==> src/rtl/npu_cfg_pkg.sv <==
// Shared constants for the NPU config loader: field widths, the entry
// layout, target-select encodings and the loader state encoding.
package npu_cfg_pkg;

    // Field widths of one config entry {sel, pad, data}.
    localparam int CFG_SEL_W   = 4;
    localparam int CFG_DATA_W  = 16;
    localparam int CFG_PAD_W   = 6;
    localparam int CFG_ENTRY_W = CFG_SEL_W + CFG_PAD_W + CFG_DATA_W;

    // Target-select encodings carried in header bits [31:28].
    localparam logic [3:0] SEL_WEIGHT0 = 4'd0;
    localparam logic [3:0] SEL_WEIGHT1 = 4'd1;
    localparam logic [3:0] SEL_WEIGHT2 = 4'd2;
    localparam logic [3:0] SEL_WEIGHT3 = 4'd3;
    localparam logic [3:0] SEL_WEIGHT4 = 4'd4;
    localparam logic [3:0] SEL_WEIGHT5 = 4'd5;
    localparam logic [3:0] SEL_WEIGHT6 = 4'd6;
    localparam logic [3:0] SEL_WEIGHT7 = 4'd7;
    localparam logic [3:0] SEL_NONE    = 4'd8;
    localparam logic [3:0] SEL_IN_FMT  = 4'd9;
    localparam logic [3:0] SEL_OUT_FMT = 4'd10;
    localparam logic [3:0] SEL_IN_CNT  = 4'd11;
    localparam logic [3:0] SEL_OUT_CNT = 4'd12;
    localparam logic [3:0] SEL_SCHED   = 4'd13;
    localparam logic [3:0] SEL_OFFSET  = 4'd14;
    localparam logic [3:0] SEL_NPU_RST = 4'd15;

    // Loader FSM states.
    typedef enum logic [2:0] {
        ST_HDR      = 3'd0,
        ST_WORD     = 3'd1,
        ST_EMIT_LO  = 3'd2,
        ST_EMIT_HI  = 3'd3,
        ST_RST_EMIT = 3'd4,
        ST_DRAIN    = 3'd5
    } loader_state_t;

endpackage

==> src/rtl/npu_config_loader.sv <==
// NPU config loader: parses a host command stream (header + packed 16-bit
// payload) and writes one 26-bit config entry per cycle into the config
// FIFO, stalling while the FIFO is full.
module npu_config_loader
    import npu_cfg_pkg::*;
#(
    parameter int HOST_W = 32,   // must be 2*DATA_W
    parameter int DATA_W = 16,
    parameter int SEL_W  = 4,
    parameter int CNT_W  = 16
) (
    input  logic                              CLK,
    input  logic                              RST,
    input  logic [HOST_W-1:0]                 host_din,
    input  logic                              host_valid,
    output logic                              host_ready,
    input  logic                              npu_config_fifo_full,
    output logic [SEL_W+CFG_PAD_W+DATA_W-1:0] npu_config_interface_din,
    output logic                              npu_config_fifo_write_en,
    output logic                              loader_busy,
    output logic                              loader_done,
    output logic                              loader_err
);

    localparam int ENTRY_W = SEL_W + CFG_PAD_W + DATA_W;
    localparam logic [CNT_W-1:0] REM_ONE = CNT_W'(1);
    localparam logic [CNT_W-1:0] REM_TWO = CNT_W'(2);

    loader_state_t       state_reg, state_next;
    logic [CNT_W-1:0]    rem_reg, rem_next;
    logic [SEL_W-1:0]    sel_reg, sel_next;
    logic [HOST_W-1:0]   word_reg, word_next;
    logic                err_reg, err_next;
    logic                done_reg, done_next;

    logic                host_fire;
    logic                emitting;
    logic                wr;
    logic [SEL_W-1:0]    hdr_sel;
    logic [CNT_W-1:0]    hdr_cnt;

    assign hdr_sel = host_din[HOST_W-1 -: SEL_W];
    assign hdr_cnt = host_din[CNT_W-1:0];

    // Handshake and write strobe decode from the state register only.
    always_comb begin
        host_ready = (state_reg == ST_HDR) || (state_reg == ST_WORD) ||
                     (state_reg == ST_DRAIN);
        emitting   = (state_reg == ST_EMIT_LO) || (state_reg == ST_EMIT_HI) ||
                     (state_reg == ST_RST_EMIT);
        wr         = emitting && !npu_config_fifo_full;
        host_fire  = host_valid && host_ready;
    end

    // Entry mux: low half, high half, or the fixed NPU reset entry.
    always_comb begin
        npu_config_interface_din = '0;
        case (state_reg)
            ST_EMIT_LO:  npu_config_interface_din = {sel_reg, {CFG_PAD_W{1'b0}}, word_reg[DATA_W-1:0]};
            ST_EMIT_HI:  npu_config_interface_din = {sel_reg, {CFG_PAD_W{1'b0}}, word_reg[HOST_W-1:DATA_W]};
            ST_RST_EMIT: npu_config_interface_din = {SEL_NPU_RST, {(ENTRY_W-SEL_W){1'b0}}};
            default:     npu_config_interface_din = '0;
        endcase
    end

    // Next-state logic: header parsing, payload unpacking and drain counting.
    always_comb begin
        state_next = state_reg;
        rem_next   = rem_reg;
        sel_next   = sel_reg;
        word_next  = word_reg;
        err_next   = err_reg;
        done_next  = 1'b0;
        case (state_reg)
            ST_HDR: begin
                if (host_fire) begin
                    sel_next = hdr_sel;
                    rem_next = hdr_cnt;
                    if (hdr_sel == SEL_NONE) begin
                        err_next = 1'b1;
                        if (hdr_cnt != '0) state_next = ST_DRAIN;
                        else               done_next  = 1'b1;
                    end else if (hdr_sel == SEL_NPU_RST) begin
                        state_next = ST_RST_EMIT;
                    end else if (hdr_cnt == '0) begin
                        done_next = 1'b1;
                    end else begin
                        state_next = ST_WORD;
                    end
                end
            end
            ST_WORD: begin
                if (host_fire) begin
                    word_next  = host_din;
                    state_next = ST_EMIT_LO;
                end
            end
            ST_EMIT_LO, ST_EMIT_HI: begin
                if (wr) begin
                    rem_next = rem_reg - REM_ONE;
                    if (rem_reg == REM_ONE) begin
                        state_next = ST_HDR;
                        done_next  = 1'b1;
                    end else begin
                        state_next = (state_reg == ST_EMIT_LO) ? ST_EMIT_HI : ST_WORD;
                    end
                end
            end
            ST_RST_EMIT: begin
                if (wr) begin
                    state_next = ST_HDR;
                    done_next  = 1'b1;
                end
            end
            ST_DRAIN: begin
                // Each discarded word covers two entries; an odd tail still costs a word.
                if (host_fire) begin
                    if (rem_reg <= REM_TWO) begin
                        rem_next   = '0;
                        state_next = ST_HDR;
                        done_next  = 1'b1;
                    end else begin
                        rem_next = rem_reg - REM_TWO;
                    end
                end
            end
            default: begin
                state_next = ST_HDR;
            end
        endcase
    end

    // State and datapath registers with synchronous reset.
    always_ff @(posedge CLK) begin
        if (RST) begin
            state_reg <= ST_HDR;
            rem_reg   <= '0;
            sel_reg   <= '0;
            word_reg  <= '0;
            err_reg   <= 1'b0;
            done_reg  <= 1'b0;
        end else begin
            state_reg <= state_next;
            rem_reg   <= rem_next;
            sel_reg   <= sel_next;
            word_reg  <= word_next;
            err_reg   <= err_next;
            done_reg  <= done_next;
        end
    end

    assign npu_config_fifo_write_en = wr;
    assign loader_busy              = (state_reg != ST_HDR);
    assign loader_done              = done_reg;
    assign loader_err               = err_reg;

endmodule

==> config.mk <==
export PLATFORM = sky130hd
export DESIGN_NAME = npu_config_loader
export DESIGN_NICKNAME = d
export VERILOG_FILES = /design/src/rtl/npu_cfg_pkg.sv /design/src/rtl/npu_config_loader.sv
export SDC_FILE = /design/constraint.sdc
export NUM_CORES = 1
export LEC_CHECK = 0
export BUFFER_PORTS_ARGS = -buffer_cell sky130_fd_sc_hd__buf_2
export CORE_MARGIN = 4
export CORE_UTILIZATION = 56
export DETAILED_ROUTE_END_ITERATION = 7
export GPL_TIMING_DRIVEN = 0
export PLACE_DENSITY = 0.91
export SETUP_SLACK_MARGIN = 0.02
export SLEW_MARGIN = 0
export SYNTH_ARGS = -nofsm -noshare
export SYNTH_HDL_FRONTEND = slang
export SYNTH_SLANG_ARGS = --single-unit
export TNS_END_PERCENT = 50
==> constraint.sdc <==
create_clock -name CLK -period 2.65 [get_ports CLK]
set_input_delay 0.53 -clock CLK [delete_from_list [all_inputs] [get_ports CLK]]
set_output_delay 0.53 -clock CLK [all_outputs]
set_load 0.01 [all_outputs]
==> impl_metrics.csv <==
group,metric,value,unit
power,clkPwrFrac,0.193,
synth,syn_area_per_cell,7.398,µm²
synth,synthFlopType,"dfxtp_1",
synth,synth_top_cells_by_area,"dfxtp_1, nand2_1, a21oi_1",
synth,synth_cells,468,
cells_and_area,area_growth,17.31,%
run_status,outcome,"complete, no violations",
timing,tns,0,ns
worst_setup_path,critPathKind,"reg -> out",
worst_hold_path,hold_class,"in -> reg",
timing,fin_ws,0.1039,ns
worst_setup_path,r2r-start,"state_reg[0]$_SDFFE_PP0P_",
flow_run,drv_cap,0,
die,die_w,86.63,µm
synth,yosys.area.top_type,"dfxtp_1",
synth,synth_seq_cells,57,
worst_setup_path,endpoint,"npu_config_interface_din[23]",
worst_setup_path,cp_data_arrival_time,2.02,ns
timing,fin_crit,2.546,ns
cts,cts.sinks,57,
detailed_routing,num_vias,3973,
power,pwr-share-comb,0.506,
detailed_routing,first_pass_iters,5,
cts,postCtsSetupBuffers,0,
detailed_routing,drc_errors,0,
detailed_routing,antenna_left,0,
cts,clock-root-buffer,"clkbuf_8",
power,power.internal,0.002134,W
cts,clockBufferDepth,2,
placement,dp_slack,-0.2924,ns
placement,port_buffers,59,
worst_setup_path,cp-startpoint,"state_reg[2]$_SDFFE_PP0P_",
grt,grt_start_max_net_pins,20,
cells_and_area,multi_input_area,2116,µm²
synth,yosysMostFrequentCell,"nand2_1",
grt,antenna_found_initial,0,
detailed_routing,viasPerCell,6.398,
worst_setup_path,cp_max_fo,10,
power,p_per_area,970.2,nW/µm²
cells_and_area,n_fill_cell,515,
synth,netlist_top_cells_count,"nand2_1, a21oi_1, dfxtp_1",
grt,grt_pass1_vias,3813,
detailed_routing,drtIter0Drc,491,
synth,yosysSeqAreaShare,0.3296,
timing,fin_worst_skew,0.009924,ns
power,p_leak,1.601,nW
die,rows,28,
placement,dp_hpwl,8.460,mm
placement,gp_congestion,1.006,
grt,grt_pass1_wl,18.21,mm
cells_and_area,drive_above_1_share,0.1886,
die,pin_count,67,
synth,synth_enable_flop_cells,0,
timing,rsz0062_at_grt,"no",
worst_setup_path,worstReg2RegEnd,"rem_reg[7]$_SDFFE_PP0P_",
synth,yosys_warnings,0,
cts,clkTransAtPathRegs,0.07,ns
worst_setup_path,rrSetupSlack,0.14,ns
grt,track_usage,0.3107,
synth,synthesis.area,3462,µm²
cts,hold_buffers,0,
power,switching_share,0.4585,
worst_setup_path,cp-end-kind,"output pin",
die,core-area,5956,µm²
power,p_switching,0.001807,W
synth,synth-async-reset-ratio,0,
cells_and_area,antenna_cells,0,
detailed_routing,totalWireLength,11.50,mm
worst_setup_path,r2r_cells,7,
timing,fin_crit_sh,0.9608,
timing,worstMarginPinSlew,0.8262,ns
die,start_util,0.5813,
die,die_h,86.63,µm
power,seq_power_share,0.302,
cells_and_area,register_area,1141,µm²
cts,htree_levels,3,
worst_setup_path,worstSetupStartpointType,"flip-flop",
timing,final_max_slew_viol_count,0,
detailed_routing,detail_route.wl_per_cell,18.52,µm
worst_setup_path,required,2.12,ns
die,die-area,7504,µm²
timing,fmax,392.8,MHz
power,vdd_drop_max,0.6268,mV
cells_and_area,largest_reg_flops,32,
cts,cts_buffers,9,
cells_and_area,final_nets,582,
timing,setup_viol,0,
cts,cts_tree,"built",
synth,synth_cell_type_count,62,
synth,synth_top_area_share,0.3296,
cts,worstSkewPairLatency,0.34,ns
timing,finalHoldViolCount,0,
timing,slew_headroom,0.4466,
grt,overflow,0,
[area by class of cell]
type,instances,share of cell area
clock buffer,10,0.03389
buffer,39,0.04960
multi-input combinational,367,0.5209
sequential,57,0.2810
inverter,8,0.008010
clock inverter,6,0.01078
tap,75,0.02311
timing repair buffer,59,0.07270
[power groups by stage]
stage | clock, W | sequential, W | combinational [W]
2_1_floorplan | 0 | 0.00115 | 0.00146
3_3_place_gp | 0 | 0.00119 | 0.00188
3_5_place_dp | 0 | 0.00120 | 0.00193
4_1_cts | 0.000754 | 0.00118 | 0.00194
5_1_grt | 0.000791 | 0.00121 | 0.00218
6_report | 0.000759 | 0.00119 | 0.00199
[critical path, stage by stage, from the launching register on]
cell and delay, ns:
dfxtp_1 0.30, buf_2 0.17, nor2b_1 0.12, clkbuf_1 0.41
clkbuf_2 0.36, nand2_1 0.11, nand2_1 0.08, buf_2 0.13
[cell usage in the layout (no fill, tap or decap), drive strengths merged, types with 7 or more instances in the layout]
master  count
a21oi      62
buf        73
clkbuf     35
dfxtp      57
inv         7
mux2i      16
nand2      93
nand3      19
nor2       35
nor3        9
nor4       13
o211ai      7
o21ai      14
or3         8
xnor2       8
[worst min-delay path by stage]
stage	startpoint	to	slack [ns]	cells after the start
2_1_floorplan	word_reg[0]$_SDFFE_PP0P_	word_reg[0]$_SDFFE_PP0P_	0.44	2
3_3_place_gp	word_reg[23]$_SDFFE_PP0P_	word_reg[23]$_SDFFE_PP0P_	0.44	2
6_report	host_din[26]	word_reg[26]$_SDFFE_PP0P_	0.42	3
5_1_grt	host_din[22]	word_reg[22]$_SDFFE_PP0P_	0.44	3
4_1_cts	host_din[26]	word_reg[26]$_SDFFE_PP0P_	0.42	3
3_5_place_dp	word_reg[6]$_SDFFE_PP0P_	word_reg[6]$_SDFFE_PP0P_	0.45	2
[cells by family (layout without fill, tap and decap cells)]
group	count (synthesis)	in the layout	synth area share
and+or+nand+nor	211	211	0.2967
muxes	18	18	0.05276
xor gates and xnor gates	10	10	0.02530
DFF	57	57	0.3296
other	1	6	0.001083
adders and majority gates	5	5	0.01807
AOI/OAI and AO/OA	117	117	0.2107
buffers and inverters	49	122	0.06577
[routing by layer]
metal | vias to the layer above | track usage | share of wire | wire (µm)
met5 | - | 0 | 0 | 0
met4 | 0 | 0.1331 | 0.034 | 395
met3 | 41 | 0.08270 | 0.10 | 1199
met2 | 257 | 0.5007 | 0.46 | 5336
met1 | 1859 | 0.3910 | 0.40 | 4570
li1 | 1816 | - | - | -
[timing repair]
| item | CTS | global route |
|---|---|---|
| endpoints found under the setup margin | 18 | 17 |
| endpoints found under the hold margin | 0 | 0 |
| gates resized for setup | 6 | 6 |
[per-stage QoR]
step,total power (W),utilization,hold slack [ns],instances,instance area [µm²]
2_1_floorplan,0.002610,-,0.4357,473,3481
3_3_place_gp,0.003066,0.6498,0.4424,607,3870
3_5_place_dp,0.003132,0.6498,0.4461,607,3870
4_1_cts,0.003876,0.6813,0.4193,622,4058
5_1_grt,0.004175,0.6819,0.4428,621,4061
6_report,0.003940,0.6819,0.4228,621,4061
(Power assumes the default switching activity.)
